File: config.mk
export PLATFORM = sky130hd
export DESIGN_NAME = if_controle_flat
export DESIGN_NICKNAME = d
export VERILOG_FILES = /design/src/rtl/if_controle_if.sv /design/src/rtl/if_controle.sv /design/src/flat_wrapper.sv
export SDC_FILE = /design/constraint.sdc
export NUM_CORES = 1
export LEC_CHECK = 0
export ABC_AREA = 1
export CORE_ASPECT_RATIO = 1.4
export CORE_MARGIN = 2
export CORE_UTILIZATION = 45
export CTS_CLUSTER_DIAMETER = 50
export DETAILED_ROUTE_END_ITERATION = 8
export PLACE_DENSITY = 0.71
export SKIP_LAST_GASP = 1
export SYNTH_ARGS = -nofsm -noshare
export SYNTH_HDL_FRONTEND = slang
export SYNTH_SLANG_ARGS = --single-unit
File: constraint.sdc
create_clock -name clk -period 2.86 [get_ports clk]
set_input_delay 0.429 -clock clk [delete_from_list [all_inputs] [get_ports clk]]
set_output_delay 0.429 -clock clk [all_outputs]
set_load 0.1 [all_outputs]
File: src/rtl/if_controle_if.sv
// Instruction-memory read bus between the IF fetch sequencer (master) and memory (slave).
interface if_controle_if #(
    parameter int LARGURA = 32
);
    logic               mem_req;
    logic [LARGURA-1:0] mem_end;
    logic               mem_ack;
    logic [LARGURA-1:0] mem_dado;

    modport master (output mem_req, mem_end, input mem_ack, mem_dado);
    modport slave  (input mem_req, mem_end, output mem_ack, mem_dado);
endinterface

File: src/rtl/if_controle.sv
// IF-stage fetch sequencer: PC, req/ack instruction reads, branch redirect, stall skid buffer.
// Optional IF_TIMEOUT_EN: sticky timeout_erro after TIMEOUT_CICLOS unacked request cycles.
module if_controle #(
    parameter int                 LARGURA        = 32,
    parameter logic [LARGURA-1:0] PC_RESET       = '0,
    parameter int                 TIMEOUT_CICLOS = 16
) (
    input  logic               clk,
    input  logic               reset_n,
    input  logic               PCSrc,
    input  logic [LARGURA-1:0] branch,
    input  logic               stall,
    if_controle_if.master      mem,
    output logic [LARGURA-1:0] instrucao,
    output logic [LARGURA-1:0] PC4,
    output logic               if_valido,
    output logic               timeout_erro
);
    typedef enum logic [1:0] {OCIOSO, BUSCA, SEGURA, DESCARTE} estado_t;

    estado_t            estado, prox;
    logic [LARGURA-1:0] pc, pc_mais4, end_desc;
    logic [LARGURA-1:0] buf_instr, buf_pc4;
    logic               buf_cheio;
    logic               req, ack;

    assign pc_mais4    = pc + LARGURA'(4);
    assign req         = (estado == BUSCA) || (estado == DESCARTE);
    assign ack         = req & mem.mem_ack;
    assign mem.mem_req = req;
    // A flushed request keeps presenting its original address until memory acks it.
    assign mem.mem_end = (estado == DESCARTE) ? end_desc : pc;

    always_comb begin
        prox = estado;
        case (estado)
            OCIOSO:   prox = BUSCA;
            BUSCA: begin
                if (PCSrc)    prox = ack ? BUSCA : DESCARTE;
                else if (ack) prox = stall ? SEGURA : BUSCA;
            end
            SEGURA:   if (PCSrc || !stall) prox = BUSCA;
            DESCARTE: if (ack) prox = BUSCA;
            default:  prox = OCIOSO;
        endcase
    end

    always_ff @(posedge clk) begin
        if (!reset_n) begin
            estado    <= OCIOSO;
            pc        <= PC_RESET;
            end_desc  <= '0;
            instrucao <= '0;
            PC4       <= '0;
            if_valido <= 1'b0;
            buf_instr <= '0;
            buf_pc4   <= '0;
            buf_cheio <= 1'b0;
        end else begin
            estado <= prox;
            if (PCSrc) begin
                pc        <= branch;
                if_valido <= 1'b0;
                buf_cheio <= 1'b0;
                if (estado == BUSCA) end_desc <= pc;
            end else begin
                case (estado)
                    BUSCA: begin
                        if (ack) begin
                            pc <= pc_mais4;
                            // ID still holds an unconsumed word: park the new one.
                            if (stall && if_valido) begin
                                buf_instr <= mem.mem_dado;
                                buf_pc4   <= pc_mais4;
                                buf_cheio <= 1'b1;
                            end else begin
                                instrucao <= mem.mem_dado;
                                PC4       <= pc_mais4;
                                if_valido <= 1'b1;
                            end
                        end else if (!stall) begin
                            if_valido <= 1'b0;
                        end
                    end
                    SEGURA: begin
                        if (!stall) begin
                            if (buf_cheio) begin
                                instrucao <= buf_instr;
                                PC4       <= buf_pc4;
                                if_valido <= 1'b1;
                                buf_cheio <= 1'b0;
                            end else begin
                                if_valido <= 1'b0;
                            end
                        end
                    end
                    default: if (!stall) if_valido <= 1'b0;
                endcase
            end
        end
    end

`ifdef IF_TIMEOUT_EN
    localparam int CW = $clog2(TIMEOUT_CICLOS + 1);
    logic [CW-1:0] cnt;
    logic          erro;

    always_ff @(posedge clk) begin
        if (!reset_n) begin
            cnt  <= '0;
            erro <= 1'b0;
        end else if (ack) begin
            cnt <= '0;
        end else if (req) begin
            if (cnt != CW'(TIMEOUT_CICLOS)) cnt <= cnt + CW'(1);
            if (cnt == CW'(TIMEOUT_CICLOS - 1)) erro <= 1'b1;
        end
    end
    assign timeout_erro = erro;
`else
    assign timeout_erro = 1'b0;
`endif
endmodule
File: src/flat_wrapper.sv
// flat-port wrapper written by rule: the top's interface ports become plain ports
module if_controle_flat 
#(
    parameter int                 LARGURA        = 32,
    parameter logic [LARGURA-1:0] PC_RESET       = '0,
    parameter int                 TIMEOUT_CICLOS = 16
)
  (clk, reset_n, PCSrc, branch, stall, instrucao, PC4, if_valido, timeout_erro, mem_mem_req, mem_mem_end, mem_mem_ack, mem_mem_dado);
  if_controle_if #(.LARGURA(LARGURA)) mem_i ();
  input  logic clk;
  input  logic reset_n;
  input  logic PCSrc;
  input  logic [LARGURA-1:0] branch;
  input  logic stall;
  output logic [LARGURA-1:0] instrucao;
  output logic [LARGURA-1:0] PC4;
  output logic if_valido;
  output logic timeout_erro;
  output wire logic [$bits(mem_i.mem_req)-1:0] mem_mem_req;
  output wire logic [$bits(mem_i.mem_end)-1:0] mem_mem_end;
  input wire logic [$bits(mem_i.mem_ack)-1:0] mem_mem_ack;
  input wire logic [$bits(mem_i.mem_dado)-1:0] mem_mem_dado;
  assign mem_mem_req = mem_i.mem_req;
  assign mem_mem_end = mem_i.mem_end;
  assign mem_i.mem_ack = mem_mem_ack;
  assign mem_i.mem_dado = mem_mem_dado;
  if_controle #(.LARGURA(LARGURA), .PC_RESET(PC_RESET), .TIMEOUT_CICLOS(TIMEOUT_CICLOS)) u_core (.clk(clk), .reset_n(reset_n), .PCSrc(PCSrc), .branch(branch), .stall(stall), .mem(mem_i), .instrucao(instrucao), .PC4(PC4), .if_valido(if_valido), .timeout_erro(timeout_erro));
endmodule
# ---- Word-level counts from Yosys, hierarchy flattened
# Cells that the tools add are included.
dict set report op_classes {
  n_mux 31
  eq_ne 12
  n_reduce_logical 16
  bitwise 3
  add_sub_neg 1
}
# op n
set op_table {}
lappend op_table {{$mux 32} 12}
lappend op_table {{$pmux 32 s2} 2}
lappend op_table {{$add 32x3->32 const B} 1}
lappend op_table {{$mux 2} 6}
lappend op_table {{$mux 1} 8}
lappend op_table {{$ne 2x1->1 const B} 4}
lappend op_table {{$pmux 2 s4} 1}
lappend op_table {{$reduce_and 4->1} 2}
lappend op_table {{$ne 2x2->1 const B} 3}
lappend op_table {{$reduce_and 2->1} 3}
lappend op_table {{$reduce_and 6->1} 1}
lappend op_table {{$reduce_bool 2->1} 3}
lappend op_table {{$eq 2x2->1 const B} 2}
lappend op_table {{$pmux 1 s2} 2}
lappend op_table {{$ne 3x2->1 const B} 1}
lappend op_table {{$ne 3x3->1 const B} 1}
lappend op_table {{$reduce_and 3->1} 1}
lappend op_table {{$eq 2x1->1 const B} 1}
lappend op_table {{$logic_not 2->1} 1}
lappend op_table {{$logic_or 1x1->1} 2}
lappend op_table {{$not 1->1} 2}
lappend op_table {{$reduce_or 2->1} 1}
lappend op_table {{$and 1x1->1} 1}
lappend op_table {{$logic_and 1x1->1} 1}
lappend op_table {{$logic_not 1->1} 1}
dict set report word_totals {
  output_inout_bits 99
  regBits 196
  input_bits 69
}

# ---- Depth between registers and ports, before layout
# Gate-level depths: netlist (run 1).
dict set report depth {
  depth_word 6
  mapped_depth 13
  mapped_depth_nobuf 11
}

# ---- Least setup slack after synthesis (run 1)
# OpenSTA, ideal clock, no wires.
dict set report synth_path {
  path_kind {reg-to-output}
  from {reg u_core.estado[0]}
  to {out mem_mem_end[23]}
  n_path_buf 2
  setup_slack_ps -555
  arrival_time_ps 2986
  stages_incl_launch_ff 5
  path_cell_list {dfxtp_1 > ha_1 > clkbuf_1 > clkbuf_1 > o21ai_0}
}
dict set report synth_between {
  elab_chain_cells 2
}
# element line_no
set synth_rtl {}
lappend synth_rtl {{start: declaration} if_controle.sv:21} ;# estado_t estado, prox;
lappend synth_rtl {{start signal: assignment} if_controle.sv:60} ;# estado <= prox;
lappend synth_rtl {{$eq 2x2->1} if_controle.sv:32} ;# assign mem.mem_end = (estado == DESCARTE) ? end_desc : pc;
lappend synth_rtl {{$mux 32} if_controle.sv:32}
lappend synth_rtl {{end: declaration} flat_wrapper.sv:20} ;# output wire logic [$bits(mem_i.mem_end)-1:0] mem_mem_end;
# Every way passes these cells.

# ---- Worst setup path in the final report (run 1)
dict set report layout_path {
  from {reg u_core.estado[0]}
  to {out mem_mem_end[21]}
}
# Same word-level chain as after synthesis.

==> metrics.txt, run 1 <==
status=finished clean; Max Cap Viol=0; initial cell density of the core=45.94%; post-CTS setup buffer count=0; number of buffers inserted by hold repair at cts=0; crit path max fanout=33; most area-consuming cells after synthesis=sky130_fd_sc_hd__dfxtp_1, sky130_fd_sc_hd__nand2_1, sky130_fd_sc_hd__o21ai_0; Detail Route Antenna Nets=0; RSZ-0062 raised after global routing=false; routability-driven placement congestion ratio=0.9196; Die Y-Extent=169.7 um; Synthesis Warnings=0; Setup crit start kind=flop; origin of the critical flop-to-flop path=u_core.estado[0]; instance count of the mapped netlist=1248; CP startpoint=u_core.estado[0]; depth of the worst register-to-register path=8; Max Clk Rate=382.4 MHz; destination of the worst hold path=u_core.buf_pc4[2]; Worst Hold Depth=2; relative area change from synthesis to final layout=28.99%; Hold Startpoint=u_core.buf_pc4[2]; share of final-layout standard cells stronger than drive strength 1=12.84%; clock insertion delay at the later pin of the skew report=0.43 ns; netlist area before placement=8830 um^2; Post-Synthesis Net Count=1321; proportion of register bits with asynchronous set or reset after synthesis=0%; number of cells in the design after placement=1596; via count=8647; Max Clock Skew=0.01066 ns; std cell rows=60; worst path buffer plus inverter count=2; wirelength, routed=25.55 mm; port buffer count=166; overall die width=122.4 um; final cycle utilization of the critical path=91.43%; maximum VDD drop=0.0003916 V; endpoint of the lowest-slack register-to-register path=u_core.estado[0]; overall overflow remaining after global route=0; global-route usage over all layers=24.62%; worst setup path class=reg -> out; data arrival time at the worst-slack endpoint=2.19 ns; endpoint kind of the worst setup timing path=output port; delay of the slowest critical-path stage=0.62 ns; count of instances resized after the clock tree is built=0; number of antenna violations at the first check in global routing=0; Detailed Routing Iterations Pass 1=5; top_reg_cell synth=sky130_fd_sc_hd__dfxtp_1; CTS tree=yes; number of register bits inferred by synthesis=196; maximum buffer depth of the clock tree=2; max-slew violation count=0; areal power density over the cells=644.4 nW/um^2; Net count, final=1440; first-pass GRT wire length=40.72 mm; Clock Tree Root=sky130_fd_sc_hd__clkbuf_16; non-filler cells, final=1627; Post-Syn Area per Cell=7.075 um^2; number of DRC markers in iteration 0=724; worst-case headroom to the max-slew limit=49.25%; Cell Chain, Critical Path=ha_2 -> buf_4 -> nand2_1 -> o21ai_0 -> buf_12; area leader, netlist=sky130_fd_sc_hd__dfxtp_1; slack of the worst reg-to-reg path=0.82 ns; required arrival time at the worst endpoint=2.43 ns; post-layout minimum cycle time=2.615 ns; proportion of synthesized chip area in sequential cells=44.44%; die area=20770 um^2; Final Hold Slack=0.4675 ns; post-detailed-route DRC marker count=0; Top-Level Pins=168; worst slew pin tran=0.7612 ns; final standard cell utilization of the core=59.26%; final hold viol count=0; via count of the first global-routing pass=8059; final routed wire length divided by cell count=15.70 um; number of buffers inserted during clock tree synthesis=17; antenna fix cells=0; final setup violating endpoints=0; number of synthesized flops with an enable pin=0; slowest stage cell, crit path=sky130_fd_sc_hd__ha_2; HPWL after DPL=17.38 mm; pin count of the biggest net entering global routing=99; Synth top area share=44.44%; kind of cell with the highest combined delay on the critical path=adder cells; number of distinct library cells after synthesis=35; number of H-tree branching levels=4; Core Footprint=19220 um^2; clock sink total=196; via/cell ratio=5.315; hold crit path type=reg -> reg; clock-pin transition on the worst setup and hold timing paths=0.07 ns; Post-Route Setup TNS=0 ns; Static Leakage=4.644 nW
layout make-up:
cell class	instances	area [um^2]
clock buffer	21	460.4
clock inverter	10	123.9
fill	1836	7829
inverter	101	379.1
multi-input combinational	866	4173
sequential	196	3924
tap	248	310.3
timing repair buffer	185	2019
report_power, final:
group / total [mW] / switching, mW / internal [mW]
Combinational: 1.92 / 1.42 / 0.501
Sequential: 3.00 / 0.106 / 2.89
Clock: 2.42 / 1.08 / 1.34
Total: 7.34 / 2.61 / 4.73
per-layer routing:
layer	GRT usage, %	routed length (um)	up-vias	part of all wire (%)
met3	3.360	1526	34	6.0
li1	-	-	4325	-
met2	41.52	12590	290	49
met5	0	0	-	0
met1	31.65	10880	3998	43
met4	9.445	554	0	2.2
tightest hold or removal path, stage by stage (launching register included):
cell and delay, ns:
sky130_fd_sc_hd__dfxtp_1 0.31, sky130_fd_sc_hd__nand2_1 0.06, sky130_fd_sc_hd__a21oi_1 0.06
metrics by stage:
stage	power, mW	cell area (um^2)	worst slack (ns)
after floorplan	4.391	8830	-0.5553
after global placement	4.962	10810	0.6333
after detailed placement	4.979	10810	0.5687
after CTS	7.365	11390	0.2467
after global routing	7.600	11390	0.1215
final	7.339	11390	0.2451
cell usage after synthesis, drive strengths merged, types with 3 or more instances:
library cell	instances
nand2	342
a21oi	169
a31oi	45
clkbuf	54
dfxtp	196
inv	99
buf	31
ha	4
o21ai	187
nand3	26
nor2	65
xor2	13
and2	3
worst max path at each step:
stage	end	slack [ns]	cells past startpoint
finish	mem_mem_end[21]	0.25	5
global route	mem_mem_end[27]	0.12	5
CTS	mem_mem_end[20]	0.25	5
detailed placement	u_core.buf_instr[3]	0.57	8
global placement	u_core.buf_instr[18]	0.63	8
floorplan	mem_mem_end[23]	-0.56	4
layout by cell type, fill, tap and decap left out, drive strengths merged, types with 4 or more instances in the layout:
master and n:
nand2 342, dfxtp 196, o21ai 187, a21oi 169, buf 118, inv 102, clkdlybuf4s50 67, nor2 65
a31oi 45, nand3 26, clkbuf 21, xor2 13, clkinvlp 4, ha 4
cell families (layout without fill, tap and decap cells):
family	count (synthesis)	after routing	share of synthesized area, %
AND/OR/NAND/NOR	439	439	20.67
adder cells (fa/ha/maj)	4	4	0.5668
other	1	1	0.04247
buffers and inverters	186	317	8.361
XOR/XNOR	15	15	1.998
flip-flops	196	196	44.44
AO/OA/AOI/OAI	407	407	23.92
sequential cells by signal (all words and copies together) (netlist names):
name              flops
u_core.estado         2
u_core.buf_pc4       32
u_core.buf_instr     32
u_core.PC4           32
u_core.if_valido      1
u_core.pc            32
u_core.buf_cheio      1
u_core.instrucao     32
u_core.end_desc      32
Power figures use the tool's default switching activity.
==> run 2, diff against run 1 <==
--- a/config.mk
+++ b/config.mk
@@ -5,7 +5,6 @@
 export SDC_FILE = /design/constraint.sdc
 export NUM_CORES = 1
 export LEC_CHECK = 0
-export ABC_AREA = 1
 export CORE_ASPECT_RATIO = 1.4
 export CORE_MARGIN = 2
 export CORE_UTILIZATION = 45
==> run 2 against run 1 <==
Clock skew grew 0.0021 ns. Synthesized cell count is 13% lower. Critical path type is now reg -> reg. Largest power group unchanged. Critical path depth is 1 higher.
==> metrics.txt, run 2 <==
status=finished clean; clock share of power=34.2% (+1.2 points); number of H-tree branching levels=4 (unchanged); worst-case headroom to the max-slew limit=41.89% (-7.4 points); Detailed Routing Iterations Pass 1=4 (-1); Setup crit start kind=flop; worst setup path class=reg -> reg; P_sw=2.336 mW (-10%); first-pass GRT wire length=37.57 mm (-7.7%); Synth top area share=44.14% (-0.29 points); maximum buffer depth of the clock tree=2 (unchanged); Max Clock Skew=0.01278 ns (+0.002127 ns); post-CTS setup buffer count=0 (unchanged); Die Y-Extent=170.3 um (+0.32%); endpoint kind of the worst setup timing path=flop; proportion of register bits with asynchronous set or reset after synthesis=0% (unchanged); worst slew pin tran=0.8717 ns (+0.1105 ns); number of register bits inferred by synthesis=196 (unchanged); routability-driven placement congestion ratio=0.8760 (-4.7%); Post-synth top cells=sky130_fd_sc_hd__dfxtp_1, sky130_fd_sc_hd__nand2_1, sky130_fd_sc_hd__a21oi_1; most common cell in the netlist=sky130_fd_sc_hd__dfxtp_1; Final Hold Slack=0.4536 ns (-0.01389 ns); share of final-layout standard cells stronger than drive strength 1=16.74% (+3.9 points); GRT met2 Usage=37.47% (-4.0 points); clock-pin transition on the worst setup and hold timing paths=0.07 ns (about the same); maximum VDD drop=0.0004357 V (+11%); required arrival time at the worst endpoint=3.16 ns (+0.73 ns); most area-consuming cells after synthesis=sky130_fd_sc_hd__dfxtp_1, sky130_fd_sc_hd__nand2_1, sky130_fd_sc_hd__a21oi_1; Max Cap Viol=0 (unchanged); Synthesis Warnings=0 (unchanged); areal power density over the cells=608.1 nW/um^2 (-5.6%); global routing usage on met3=4.792% (+1.4 points); count of instances resized after the clock tree is built=0 (unchanged); RSZ-0062 raised after global routing=false; instance count of the mapped netlist=1081 (-13%); netlist area before placement=8889 um^2 (+0.67%); overall die width=122.8 um (+0.32%); std cell rows=60 (unchanged); Post-Route Setup TNS=0 ns (unchanged); relative area change from synthesis to final layout=29.83%; total power after layout=7.017 mW (-4.4%); overall overflow remaining after global route=0 (unchanged); die area=20910 um^2 (+0.65%); top library cells by usage in the layout, fill and taps aside=sky130_fd_sc_hd__dfxtp_1, sky130_fd_sc_hd__nand2_1, sky130_fd_sc_hd__a21oi_1; initial cell density of the core=46.07% (+0.13 points); most frequent standard cell in the layout excluding fill and tap cells=sky130_fd_sc_hd__dfxtp_1; clock sink total=196 (unchanged); final hold viol count=0 (unchanged); max-slew violation count=0 (unchanged); number of buffers inserted by hold repair at cts=0 (unchanged); final worst setup slack=0.5011 ns (+0.2560 ns); met1 usage=28.15% (-3.5 points); Post-Syn Area per Cell=8.223 um^2 (+16%); final cycle utilization of the critical path=82.48% (-8.9 points); via count of the first global-routing pass=7543 (-6.4%); sw frac=33.29% (-2.2 points); crit path max fanout=6 (-82%); fraction of power consumed by combinational cells=23.8% (-2.4 points); clock insertion delay at the later pin of the skew report=0.44 ns (about the same); global-route usage over all layers=22.48% (-2.1 points); post-detailed-route DRC marker count=0 (unchanged); hold crit path type=reg -> reg; Static Leakage=4.070 nW (-12%); HPWL after DPL=15.64 mm (-10%); top_reg_cell synth=sky130_fd_sc_hd__dfxtp_1; Clock Tree Root=sky130_fd_sc_hd__clkbuf_16; final standard cell utilization of the core=59.81% (+0.55 points); proportion of synthesized chip area in sequential cells=44.14% (-0.29 points); area leader, netlist=sky130_fd_sc_hd__dfxtp_1; final routed wire length divided by cell count=16.09 um (+2.4%); Max Clk Rate=423.9 MHz (+11%); Net count, final=1267 (-12%); final setup violating endpoints=0 (unchanged); via/cell ratio=5.443 (+2.4%); Seq pwr share=42.0% (+1.2 points); P_int=4.681 mW (-1.1%); number of synthesized flops with an enable pin=0 (unchanged); number of DRC markers in iteration 0=394 (-46%); wirelength, routed=23.40 mm (-8.4%); number of distinct library cells after synthesis=50 (+43%); port buffer count=166 (unchanged); dpl ws=0.3144 ns (-0.2544 ns); CTS tree=yes; busiest layer in global routing=met2; Post-Synthesis Net Count=1154 (-13%); Top-Level Pins=168 (unchanged); number of buffers inserted during clock tree synthesis=17 (unchanged); pin count of the biggest net entering global routing=89 (-10%); Core Footprint=19290 um^2 (+0.39%); Detail Route Antenna Nets=0 (unchanged); post-layout minimum cycle time=2.359 ns (-0.2560 ns); antenna fix cells=0 (unchanged); data arrival time at the worst-slack endpoint=2.66 ns (+0.47 ns); number of antenna violations at the first check in global routing=0 (unchanged); via count=7919 (-8.4%)
[run 2: power groups by stage]
stage	logic [mW]	clock network, mW	registers, mW
floorplan	0.748	0	3.40
global route	1.75	2.57	2.96
finish	1.67	2.40	2.95
global placement	1.66	0	3.00
detailed placement	1.67	0	3.01
CTS	1.67	2.45	2.95
[run 2: kinds of logic after synthesis]
kind of cell	count (synthesis)	synth area share, %
fa+ha+maj	4	0.5631
mux	72	8.488
other cells	1	0.04219
buf+inv	114	5.025
flops	196	44.14
compound gates	254	16.86
simple gates	390	19.95
xor+xnor	50	4.927
[run 2: final cells by class]
cell class	instances	area [um^2]
multi-input cells	771	4551
inverters	11	43.79
clock buffers	20	446.7
clock inverters	12	145.1
flip-flops and latches	196	3924
fillers	1759	7754
repair buffers	197	2120
well taps	248	310.3
[run 2: critical path, cell delays in order (launching register included)]
cell and delay [ns]:
sky130_fd_sc_hd__dfxtp_1 0.42, sky130_fd_sc_hd__ha_1 0.25, sky130_fd_sc_hd__nand3_1 0.14, sky130_fd_sc_hd__or4_1 0.74, sky130_fd_sc_hd__nor4b_4 0.33, sky130_fd_sc_hd__xnor2_1 0.21
sky130_fd_sc_hd__o221ai_1 0.14
[run 2: per-layer routing]
metal | vias to the layer above | wire, um
li1 | 3970 | -
met5 | - | 0
met1 | 3690 | 9993
met3 | 48 | 1143
met2 | 211 | 11640
met4 | 0 | 631
[run 2: worst paths after layout]
kind,start,endpoint,slack (ns),cells past startpoint
setup / recovery,u_core.pc[3],u_core.PC4[24],0.50,6
hold / removal,u_core.end_desc[12],u_core.end_desc[12],0.45,2
setup reg to reg,u_core.pc[3],u_core.PC4[24],0.50,6
hold reg to reg,u_core.end_desc[12],u_core.end_desc[12],0.45,2
[run 2: stage by stage]
step | cell area [um^2] | instances
3_3_place_gp | 10950 | 1423
6_report | 11540 | 1455
4_1_cts | 11540 | 1455
2_1_floorplan | 8889 | 1081
3_5_place_dp | 10950 | 1423
5_1_grt | 11540 | 1455
==> run 3, diff against run 2 <==
--- a/config.mk
+++ b/config.mk
@@ -10,7 +10,7 @@
 export CORE_UTILIZATION = 45
 export CTS_CLUSTER_DIAMETER = 50
 export DETAILED_ROUTE_END_ITERATION = 8
-export PLACE_DENSITY = 0.71
+export PLACE_DENSITY = 0.73
 export SKIP_LAST_GASP = 1
 export SYNTH_ARGS = -nofsm -noshare
 export SYNTH_HDL_FRONTEND = slang
==> constraint.sdc (replaced) <==
create_clock -name clk -period 2.15 [get_ports clk]
set_input_delay 0.3225 -clock clk [delete_from_list [all_inputs] [get_ports clk]]
set_output_delay 0.3225 -clock clk [all_outputs]
set_load 0.1 [all_outputs]
==> run 3 against run 2 <==
Clock-buffer cell count decreased by 1. Combinational power increased by 42%. Wire length increased by 3.6%. Power increased by 32%. Utilization increased by 2.6 points. First-iteration DRC count increased by 13%. Global-route usage increased by 0.35 points. Sequential cell count unchanged. Worst setup slack got worse by 0.48 ns. Final cell count increased by 3.0%. Die area unchanged.
==> metrics.txt, run 3 (same netlist as run 2, synthesis figures left out) <==
dpl ws=-0.1344 ns (-0.4487 ns); routability-driven placement congestion ratio=0.8776 (+0.18%); share of final-layout standard cells stronger than drive strength 1=21.10% (+4.4 points); post-layout minimum cycle time=2.125 ns; final cycle utilization of the critical path=98.86%; final hold viol count=0 (unchanged); initial cell density of the core=46.07% (unchanged); Max Clock Skew=0.01262 ns (-0.0001645 ns); Setup crit start kind=flop; status=finished clean; via/cell ratio=5.435 (-0.14%); worst slew pin tran=0.5741 ns (-0.2976 ns); number of fillers in the final layout=1625 (-7.6%); kind of cell with the highest combined delay on the critical path=flip-flops; Detailed Routing Iterations Pass 1=5 (+1); first-pass GRT wire length=38.29 mm (+1.9%); required arrival time at the worst endpoint=1.83 ns (-1.33 ns); worst-case headroom to the max-slew limit=61.73% (+20 points); final routed wire length divided by cell count=16.18 um (+0.59%); maximum VDD drop=0.0005368 V (+23%); maximum buffer depth of the clock tree=2 (unchanged); hold crit path type=in -> reg; clock sink total=196 (unchanged); slowest stage cell, crit path=sky130_fd_sc_hd__dfxtp_2; Net count, final=1311 (+3.5%); Cell Chain, Critical Path=ha_4 -> buf_4 -> mux2_2 -> buf_12; final setup violating endpoints=0 (unchanged); wirelength, routed=24.26 mm (+3.6%); number of buffers inserted by hold repair at cts=0 (unchanged); overall die width=122.8 um (unchanged); port buffer count=166 (unchanged); flip-flop and latch area=3929 um^2 (+0.13%); areal power density over the cells=766.4 nW/um^2 (+26%); Post-Route Setup TNS=0 ns (unchanged); HPWL after DPL=16.81 mm (+7.5%); Max Cap Viol=0 (unchanged); non-filler cells, final=1499 (+3.0%); post-route design area=12050 um^2 (+4.4%); pin count of the biggest net entering global routing=60 (-33%); die area=20910 um^2 (unchanged); worst path buffer plus inverter count=2 (+2); post-detailed-route DRC marker count=0 (unchanged); clock-pin transition on the worst setup and hold timing paths=0.07 ns (about the same); area of the multi-input gates=4621 um^2 (+1.5%); endpoint kind of the worst setup timing path=output port; crit path max fanout=9 (+3); total power after layout=9.232 mW (+32%); Core Footprint=19290 um^2 (unchanged); Die Y-Extent=170.3 um (unchanged); Clock Tree Root=sky130_fd_sc_hd__clkbuf_16; std cell rows=60 (unchanged); worst setup path class=reg -> out; clock insertion delay at the later pin of the skew report=0.43 ns (about the same); number of DRC markers in iteration 0=444 (+13%); origin of the critical flop-to-flop path=u_core.pc[3]; global-route usage over all layers=22.83% (+0.35 points); most frequent standard cell in the layout excluding fill and tap cells=sky130_fd_sc_hd__dfxtp_1; max-slew violation count=0 (unchanged); RSZ-0062 raised after global routing=true; Max Clk Rate=470.5 MHz; CP startpoint=u_core.estado[0]; overall overflow remaining after global route=0 (unchanged); final worst setup slack=0.02450 ns (-0.4766 ns); Detail Route Antenna Nets=0 (unchanged); number of buffers inserted during clock tree synthesis=17 (unchanged); data arrival time at the worst-slack endpoint=1.80 ns (-0.86 ns); CTS tree=yes; number of H-tree branching levels=4 (unchanged); antenna fix cells=0 (unchanged); relative area change from synthesis to final layout=35.53%; number of cells in the design after placement=1461 (+2.7%); Top-Level Pins=168 (unchanged); via count=8147 (+2.9%); via count of the first global-routing pass=7719 (+2.3%); Hold Startpoint=reset_n; number of antenna violations at the first check in global routing=0 (unchanged); Static Leakage=4.349 nW (+6.9%); delay of the slowest critical-path stage=0.39 ns (-0.35 ns); cell area after placement=11360 um^2 (+3.7%); top library cells by usage in the layout, fill and taps aside=sky130_fd_sc_hd__dfxtp_1, sky130_fd_sc_hd__nand2_1, sky130_fd_sc_hd__buf_4
-- run 3: changes by cell type in the layout (fill, tap and decap cells not counted), sizes merged --
cell	previous run	this run
clkbuf	20	21
clkinvlp	2	4
buf	130	172
inv	16	14
bufinv	2	0
clkinv	3	6
-- run 3: tightest hold or removal path: stages --
cell and delay [ns]:
sky130_fd_sc_hd__buf_2 0.18, sky130_fd_sc_hd__nand2_1 0.09, sky130_fd_sc_hd__o21ai_0 0.06
-- run 3: layout make-up --
| type | instances | share of cell area, % |
|---|---|---|
| Tap cell | 248 | 2.576 |
| Multi-Input combinational cell | 771 | 38.36 |
| Inverter | 11 | 0.3635 |
| Clock buffer | 19 | 3.677 |
| Timing Repair Buffer | 241 | 21.55 |
| Clock inverter | 13 | 0.8621 |
| Sequential cell | 196 | 32.61 |
-- run 3: final timing paths --
path                   endpoint  slack, ns  cells after the start
max              mem_mem_end[4]       0.02                      4
min reg2reg  u_core.end_desc[8]       0.45                      2
min              u_core.PC4[18]       0.28                      3
max reg2reg      u_core.PC4[24]       0.10                      7
-- run 3: power breakdown --
| part | total [mW] | internal [mW] | switching [mW] |
|---|---|---|---|
| logic | 2.37 | 0.767 | 1.60 |
| registers | 3.90 | 3.78 | 0.119 |
| clock network | 2.97 | 1.53 | 1.44 |
| total | 9.23 | 6.08 | 3.16 |
-- run 3: timing repair --
item                                    4_1_cts  5_1_grt
gates resized for setup                       3       10
endpoints found under the setup margin       26       62
buffers inserted                              0        4
gates cloned                                  0        2
pin swaps                                     0        2
-- run 3: layer usage --
| layer | vias to the layer above | wire length, um | track usage [%] | share of wire, % |
|---|---|---|---|---|
| li1 | 4060 | - | - | - |
| met1 | 3816 | 10130 | 28.39 | 42 |
| met2 | 228 | 12420 | 39.11 | 51 |
| met3 | 43 | 1089 | 3.787 | 4.5 |
| met4 | 0 | 615 | 8.596 | 2.5 |
| met5 | - | 0 | 0 | 0 |
-- run 3: stage by stage --
stage / util (%) / hold slack [ns]
final: 62.44 / 0.2793
after floorplan: - / 0.4329
after global placement: 58.86 / 0.4375
after global routing: 62.44 / 0.2866
after CTS: 61.76 / 0.2662
after detailed placement: 58.86 / 0.4463
